===== config.mk =====
export PLATFORM = sky130hd
export DESIGN_NAME = tx_link_ctrl
export DESIGN_NICKNAME = d
export VERILOG_FILES = /design/src/rtl/tx_link_ctrl.sv
export SDC_FILE = /design/constraint.sdc
export NUM_CORES = 1
export LEC_CHECK = 0
export ABC_CLOCK_PERIOD_IN_PS = 4500
export CORE_ASPECT_RATIO = 1.25
export CORE_MARGIN = 2
export CORE_UTILIZATION = 52
export CTS_CLUSTER_SIZE = 24
export DETAILED_ROUTE_END_ITERATION = 6
export PLACE_DENSITY = 0.77
export RECOVER_POWER = 25
export SYNTH_ARGS = -nofsm -noshare
export SYNTH_HDL_FRONTEND = slang
export SYNTH_SLANG_ARGS = --single-unit

===== constraint.sdc =====
create_clock -name clk -period 4.5 [get_ports clk]
set_input_delay 0.675 -clock clk [delete_from_list [all_inputs] [get_ports clk]]
set_output_delay 0.675 -clock clk [all_outputs]
set_load 0.05 [all_outputs]

===== src/rtl/tx_link_ctrl.sv =====
// Per-lane TX link-layer sequencer: frame/LMFC counters, SYNC~ handling, CGS -> ILA -> DATA
// sequencing with SYNC~-low resync and the lane output mux select.
module tx_link_ctrl #(
   parameter int unsigned RESYNC_EXTRA = 9
) (
   input  logic       clk,
   input  logic       rst,
   input  logic       i_en,
   input  logic       i_sync_n,
   input  logic [7:0] i_F,
   input  logic [4:0] i_K,
   input  logic       i_ila_seq_end,
   output logic       o_seq_start,
   output logic [4:0] o_no_frame_de_assertion,
   output logic [1:0] o_sel,
   output logic       o_lmfc,
   output logic       o_link_up,
   output logic       o_resync
);

   typedef enum logic [1:0] {
      ST_CGS  = 2'd0,
      ST_ILA  = 2'd1,
      ST_DATA = 2'd2
   } state_t;

   state_t      state_q, state_d;
   logic [7:0]  oct_cnt_q, oct_cnt_d;
   logic [4:0]  frm_cnt_q, frm_cnt_d;
   logic [10:0] low_cnt_q, low_cnt_d;
   logic        pend_q, pend_d;
   logic        sync_d_q;
   logic [4:0]  nfd_q, nfd_d;
   logic        seq_start_q, seq_start_d;
   logic        resync_q, resync_d;
   logic        lmfc_q, lmfc_d;
   logic [1:0]  sel_q, sel_d;
   logic        link_up_q, link_up_d;

   logic [10:0] thr;
   logic [10:0] low_inc;
   logic        mf_last;
   logic        sync_rise;
   logic        resync_hit;

   always_comb begin
      oct_cnt_d = oct_cnt_q + 8'd1;
      frm_cnt_d = frm_cnt_q;
      // >= rather than == so a reduced i_F / i_K still wraps immediately
      if (oct_cnt_q >= i_F) begin
         oct_cnt_d = 8'd0;
         frm_cnt_d = (frm_cnt_q >= i_K) ? 5'd0 : frm_cnt_q + 5'd1;
      end
      lmfc_d = (oct_cnt_q == 8'd0) && (frm_cnt_q == 5'd0);

      thr        = 11'd5 * ({3'b000, i_F} + 11'd1) + 11'(RESYNC_EXTRA);
      low_inc    = low_cnt_q + 11'd1;
      mf_last    = (oct_cnt_q == i_F) && (frm_cnt_q == i_K);
      sync_rise  = !sync_d_q && i_sync_n;
      resync_hit = !i_sync_n && (low_inc >= thr);

      state_d     = state_q;
      pend_d      = pend_q;
      low_cnt_d   = low_cnt_q;
      nfd_d       = nfd_q;
      seq_start_d = 1'b0;
      resync_d    = 1'b0;

      if (!i_en) begin
         state_d   = ST_CGS;
         pend_d    = 1'b0;
         low_cnt_d = 11'd0;
      end else begin
         case (state_q)
            ST_CGS: begin
               low_cnt_d = 11'd0;
               if (sync_rise) begin
                  nfd_d  = frm_cnt_q;
                  pend_d = 1'b1;
               end
               if (!i_sync_n) pend_d = 1'b0;
               // ILA must begin on the first octet of a multiframe
               if (pend_q && mf_last && i_sync_n) begin
                  seq_start_d = 1'b1;
                  state_d     = ST_ILA;
                  pend_d      = 1'b0;
               end
            end
            ST_ILA, ST_DATA: begin
               pend_d = 1'b0;
               if (i_sync_n) begin
                  low_cnt_d = 11'd0;
               end else if (resync_hit) begin
                  low_cnt_d = 11'd0;
               end else begin
                  low_cnt_d = low_inc;
               end
               if (resync_hit) begin
                  state_d  = ST_CGS;
                  resync_d = 1'b1;
               end else if (state_q == ST_ILA && i_ila_seq_end) begin
                  state_d = ST_DATA;
               end
            end
            default: begin
               state_d   = ST_CGS;
               pend_d    = 1'b0;
               low_cnt_d = 11'd0;
            end
         endcase
      end

      // Mux select and link-up follow the registered state one cycle later
      case (state_q)
         ST_ILA:  sel_d = 2'd1;
         ST_DATA: sel_d = 2'd2;
         default: sel_d = 2'd0;
      endcase
      link_up_d = (state_q == ST_DATA);
   end

   always_ff @(posedge clk) begin
      if (rst) begin
         state_q     <= ST_CGS;
         oct_cnt_q   <= 8'd0;
         frm_cnt_q   <= 5'd0;
         low_cnt_q   <= 11'd0;
         pend_q      <= 1'b0;
         sync_d_q    <= 1'b1;
         nfd_q       <= 5'd0;
         seq_start_q <= 1'b0;
         resync_q    <= 1'b0;
         lmfc_q      <= 1'b0;
         sel_q       <= 2'd0;
         link_up_q   <= 1'b0;
      end else begin
         state_q     <= state_d;
         oct_cnt_q   <= oct_cnt_d;
         frm_cnt_q   <= frm_cnt_d;
         low_cnt_q   <= low_cnt_d;
         pend_q      <= pend_d;
         sync_d_q    <= i_sync_n;
         nfd_q       <= nfd_d;
         seq_start_q <= seq_start_d;
         resync_q    <= resync_d;
         lmfc_q      <= lmfc_d;
         sel_q       <= sel_d;
         link_up_q   <= link_up_d;
      end
   end

   assign o_seq_start             = seq_start_q;
   assign o_no_frame_de_assertion = nfd_q;
   assign o_sel                   = sel_q;
   assign o_lmfc                  = lmfc_q;
   assign o_link_up               = link_up_q;
   assign o_resync                = resync_q;

endmodule


==> impl_metrics.toml, run 1 <==
[route]
drtAntennaViolNets = 0
via_per_inst = 5.452
drc_errors = 0
drt_wl_total_um = 6335
first_pass_iters = 4
vias = 2508
drt-initial-drc-count = 70
routedWlPerCell_um = 13.77

[cells_and_area]
final_util = 0.6878
final_cells = 460
drive_above_1_share = 0.2096
fin_nets = 468
n_antenna_cell = 0
final_common_cell = "ha_1"
final_cell_area_um2 = 3744
layout_common_cells = "ha_1 (51), dfxtp_1 (38), inv_1 (32)"
synthToLayoutAreaGrowth_pct = 27.26

[critical_path]
cp.depth = 22
arrival_ps = 4510
crit_slowest_cell = "or3_4"
reg2reg_slack_ps = 1590
cp_max_fo = 4
crit_end = "low_cnt_q[6]$_SDFF_PP0_"
path_delay_family = "simple AND/OR/NAND/NOR gates"
worstPathCellList = "clkbuf_2, buf_4, and2_4, nand2_1, xnor2_1, buf_4, fa_1, inv_1, ha_1, and3b_1, o21a_1, o21ai_2, nand2_1, nor4b_2, a311oi_1, ha_1, a21o_1, a21oi_2, o221ai_2, or3_4, buf_6, nor2b_2"
r2r_cells = 12
path_class = "in2reg"
cp-startpoint = "i_F[1]"
reg2reg_from = "low_cnt_q[2]$_SDFF_PP0_"
r2r-end = "low_cnt_q[6]$_SDFF_PP0_"
critPathCaptureType = "flip-flop"
required_ps = 4740
cp_slowest_stage_delay_ps = 410
path_buf_inv = 5
cp-start-kind = "input port"

[die]
dieArea_um2 = 6278
core_um2 = 5443
ios = 29
row_count = 30
die_h_um = 88.09
start_util = 0.5405
die_x_um = 71.27

[clock_network]
cts_buffers = 5
path_clk_slew_ps = 80
clkSinkCount = 38
clkLatencyLatePin_ps = 300
clock-root-buffer = "clkbuf_8"
tritoncts = "built"
clk_path_buf_depth = 2
htree_levels = 2

[timing]
rsz0062_at_grt = "no"
fin_skew_ps = 6.384
drv_slew = 0
setup_viol = 0
relSlewSlack = 0.6144
period_share = 0.9503
worstMarginPinSlew_ps = 575.0
hold_viol_final = 0
min_period_ps = 4276
max_freq_mhz = 233.8
hold_ws_ps = 476.1

[synth]
synthFlopType = "dfxtp_1"
syn_area_per_cell_um2 = 8.807
syn_inst = 334
async_flop_share = 0
ys_ff_latch = 38
ys_seq_area_frac = 0.2586
synth_edf_count = 0
yosys_warnings = 0
syn-cell-area_um2 = 2942
synth_top_area_cell = "dfxtp_1"
syn-num-nets = 407
yosys-top-cells-area = "dfxtp_1 (26%), ha_1 (23%), xnor2_1 (4.5%)"
ys_types = 54
synth_top_area_frac = 0.2586

[power_and_ir_drop]
combPwrFrac = 0.335
switching_share = 0.3097
power_density_nw_per_um2 = 262.6
power_switching_mw = 0.3045
p_leak_nw = 1.726
clkPwrFrac = 0.300
ir_worst_vdd_mv = 0.2529
seqPwrFrac = 0.365
p_int_mw = 0.6786

[placed_design]
place_area_um2 = 3495
dpl.hpwl_um = 4791
gp_congestion = 0.8187
dp.cells = 451
numPortBuffers = 28

[grt]
grt_antenna_before_repair = 0
grt_use_total = 0.2051
grt_pass1_vias = 2400
grt_max_degree = 14
overflow = 0
grt_pass1_wl_um = 10380

[run_status]
status = "completed"

[min_path]
hold_path_class = "reg2reg"

[run]
max-cap-violations = 0
-- cell usage after synthesis (6+ instances only) --
cell type  count
and3_1         9
ha_1          54
dfxtp_1       38
xor2_1        14
xnor2_1       15
inv_1         32
nor2_1        32
nor2b_1        6
nand3_1       23
a21oi_1       14
nand2_1       13
nand4_1        6
o21ai_0        7
a21o_1         6
-- final cells by class --
type,count,area (µm²)
Timing Repair Buffer,59,504.2
Multi-Input combinational cell,259,2165
Clock buffer,5,68.82
Tap cell,64,80.08
Sequential cell,38,760.7
Clock inverter,3,45.04
Inverter,32,120.1
Fill cell,412,1699
-- metal layers --
layer / vias to the layer above / wire (µm) / GRT usage
met1: 1143 / 2682 / 0.2397
met4: 0 / 114 / 0.07547
met2: 57 / 3295 / 0.3771
met3: 11 / 243 / 0.02992
li1: 1297 / - / -
met5: - / 0 / 0
-- how the worst min path moves through the flow --
| stage | slack (ps) | cells after the start | startpoint | to |
|---|---|---|---|---|
| 2_1_floorplan | 430 | 1 | low_cnt_q[0]$_SDFF_PP0_ | low_cnt_q[0]$_SDFF_PP0_ |
| 3_3_place_gp | 450 | 1 | low_cnt_q[0]$_SDFF_PP0_ | low_cnt_q[0]$_SDFF_PP0_ |
| 3_5_place_dp | 470 | 1 | low_cnt_q[0]$_SDFF_PP0_ | low_cnt_q[0]$_SDFF_PP0_ |
| 4_1_cts | 490 | 1 | low_cnt_q[0]$_SDFF_PP0_ | low_cnt_q[0]$_SDFF_PP0_ |
| 5_1_grt | 520 | 1 | oct_cnt_q[0]$_SDFF_PP0_ | oct_cnt_q[0]$_SDFF_PP0_ |
| 6_report | 480 | 1 | low_cnt_q[0]$_SDFF_PP0_ | low_cnt_q[0]$_SDFF_PP0_ |
-- cell families after synthesis --
kind of cell,after synthesis,share of synthesized area
DFF,38,0.2586
xor gates and xnor gates,29,0.08635
and+or+nand+nor,127,0.2450
AOI/OAI and AO/OA,47,0.1182
muxes,1,0.003403
buffers and inverters,37,0.05189
adders and majority gates,55,0.2365
-- repair_timing --
item	in CTS	in global routing
pin swaps	7	8
buffers inserted	1	0
resized for setup	20	22
endpoints found under the setup margin	14	14
hold buffers	0	0
-- stage by stage --
step	TNS, ps	power [mW]	setup WS [ps]
after floorplan	0	0.5597	169.0
after global placement	-6833	0.6620	-525.3
after detailed placement	-9449	0.6702	-739.2
after CTS	0	0.9689	41.15
after global routing	0	1.043	5.288
final	0	0.9831	223.5
-- power by group through the flow --
stage	clock network (mW)	logic, mW	registers [mW]
after floorplan	0	0.189	0.370
after global placement	0	0.296	0.366
after detailed placement	0	0.304	0.367
after CTS	0.296	0.314	0.359
after global routing	0.310	0.372	0.361
final	0.295	0.329	0.359
-- registers in the layout, indices dropped and copies added (netlist names) --
register / cells
low_cnt_q: 11
oct_cnt_q: 8
frm_cnt_q: 5
o_no_frame_de_assertion: 5
o_sel: 2
state_q: 2
o_lmfc: 1
o_resync: 1
o_seq_start: 1
pend_q: 1
sync_d_q: 1
Power figures use the tool's default switching activity.
==> inputs of run 2 (changes only) <==
==> constraint.sdc (replaced) <==
create_clock -name clk -period 4.5 [get_ports clk]
set_input_delay 0.675 -clock clk [delete_from_list [all_inputs] [get_ports clk]]
set_output_delay 0.675 -clock clk [all_outputs]
set_load 0.02 [all_outputs]
==> impl_metrics.toml, run 2 (synthesis gave the netlist of run 1 again) <==
[run_status]
status = "completed"

[route]
drt_wl_total_um = 6333
drt-initial-drc-count = 70
routedWlPerCell_um = 13.77
via_per_inst = 5.452
first_pass_iters = 4
drc_errors = 0
drtAntennaViolNets = 0
vias = 2508

[grt]
overflow = 0
grt_use_total = 0.2051
grt_pass1_vias = 2400
grt_pass1_wl_um = 10380
grt_antenna_before_repair = 0
grt_max_degree = 14

[clock_network]
cts_buffers = 5
tritoncts = "built"
htree_levels = 2
clkLatencyLatePin_ps = 300
clock-root-buffer = "clkbuf_8"
path_clk_slew_ps = 80
clk_path_buf_depth = 2
clkSinkCount = 38

[placed_design]
dp.cells = 451
place_area_um2 = 3495
dpl.hpwl_um = 4791
gp_congestion = 0.8187
numPortBuffers = 28

[timing]
worstMarginPinSlew_ps = 575.0
setup_viol = 0
fin_skew_ps = 6.336
hold_ws_ps = 476.1
hold_viol_final = 0
period_share = 0.9503
drv_slew = 0
max_freq_mhz = 233.8
min_period_ps = 4276
relSlewSlack = 0.6144
rsz0062_at_grt = "no"

[cells_and_area]
drive_above_1_share = 0.2096
top_regs = "low_cnt_q x11, oct_cnt_q x8"
synthToLayoutAreaGrowth_pct = 27.26
final_cells = 460
largest_reg_flops = 11
n_antenna_cell = 0
final_util = 0.6878
final_common_cell = "ha_1"
layout_common_cells = "ha_1 (51), dfxtp_1 (38), inv_1 (32)"
fin_nets = 468
final_cell_area_um2 = 3744
regMostFlops = "low_cnt_q"

[critical_path]
worstPathCellList = "clkbuf_2, buf_4, and2_4, nand2_1, xnor2_1, buf_4, fa_1, inv_1, ha_1, and3b_1, o21a_1, o21ai_2, nand2_1, nor4b_2, a311oi_1, ha_1, a21o_1, a21oi_2, o221ai_2, or3_4, buf_6, nor2b_2"
path_buf_inv = 5
cp_max_fo = 4
path_class = "in2reg"
crit_slowest_cell = "or3_4"
critPathCaptureType = "flip-flop"
path_delay_family = "simple AND/OR/NAND/NOR gates"
cp.depth = 22
cp_slowest_stage_delay_ps = 410
arrival_ps = 4510
cp-start-kind = "input port"
required_ps = 4740
r2r_cells = 12

[die]
ios = 29
die_h_um = 88.09
row_count = 30
die_x_um = 71.27
core_um2 = 5443
start_util = 0.5405
dieArea_um2 = 6278

[min_path]
hold_path_class = "reg2reg"
hold_depth = 1

[power_and_ir_drop]
p_total_mw = 0.9784
p_leak_nw = 1.743
ir_worst_vdd_mv = 0.2529
power_density_nw_per_um2 = 261.3

[run]
max-cap-violations = 0
[run 2: cell types whose count changed in the layout (fill, tap and decap cells not counted), sizes merged]
cell,change
clkdlybuf4s50,-4
dlygate4sd3,+4
[run 2: metrics by stage]
stage	TNS, ps	setup slack [ps]
after floorplan	0	169.0
final	0	223.5
after global routing	0	5.288
after CTS	0	41.15
after global placement	-6833	-525.3
after detailed placement	-9449	-739.2
[run 2: final timing paths]
kind	startpoint	endpoint	slack, ps
max reg2reg	low_cnt_q[2]$_SDFF_PP0_	low_cnt_q[6]$_SDFF_PP0_	1590
min	low_cnt_q[0]$_SDFF_PP0_	low_cnt_q[0]$_SDFF_PP0_	480
min reg2reg	low_cnt_q[0]$_SDFF_PP0_	low_cnt_q[0]$_SDFF_PP0_	480
max	i_F[1]	low_cnt_q[6]$_SDFF_PP0_	220
[run 2: worst reg2reg max path, stage by stage, from the launching register on]
cell and delay (ps):
dfxtp_1 460, nand3_1 160, inv_1 110, and3_1 210
nand3_1 110, xnor2_1 310, ha_1 310, and4_1 160
a21oi_1 220, o221ai_2 120, or3_4 410, buf_6 160
nor2b_2 120
[run 2: per-layer routing]
metal	global-route usage	wire length, µm
met5	0	0
met3	0.02992	243
met1	0.2397	2680
met2	0.3771	3295
met4	0.07547	114
[run 2: area by class of cell]
class | count | area, µm²
Clock inverter | 3 | 45.04
Timing Repair Buffer | 59 | 504.2
Multi-Input combinational cell | 259 | 2165
Clock buffer | 5 | 68.82
Sequential cell | 38 | 760.7
Inverter | 32 | 120.1
Tap cell | 64 | 80.08
Fill cell | 412 | 1699
[run 2: timing repair]
| item | 4_1_cts | 5_1_grt |
|---|---|---|
| setup buffers | 1 | 0 |
| pin swaps | 7 | 8 |
| setup endpoints to repair | 14 | 14 |
| gates resized for setup | 20 | 22 |
| hold buffers | 0 | 0 |
| hold endpoints to repair | 0 | 0 |
[run 2: power breakdown]
part           switching (mW)  internal (mW)  total, mW
Sequential             0.0127          0.346      0.359
Clock                   0.130          0.165      0.295
Combinational           0.157          0.168      0.325
Total                   0.300          0.679      0.978
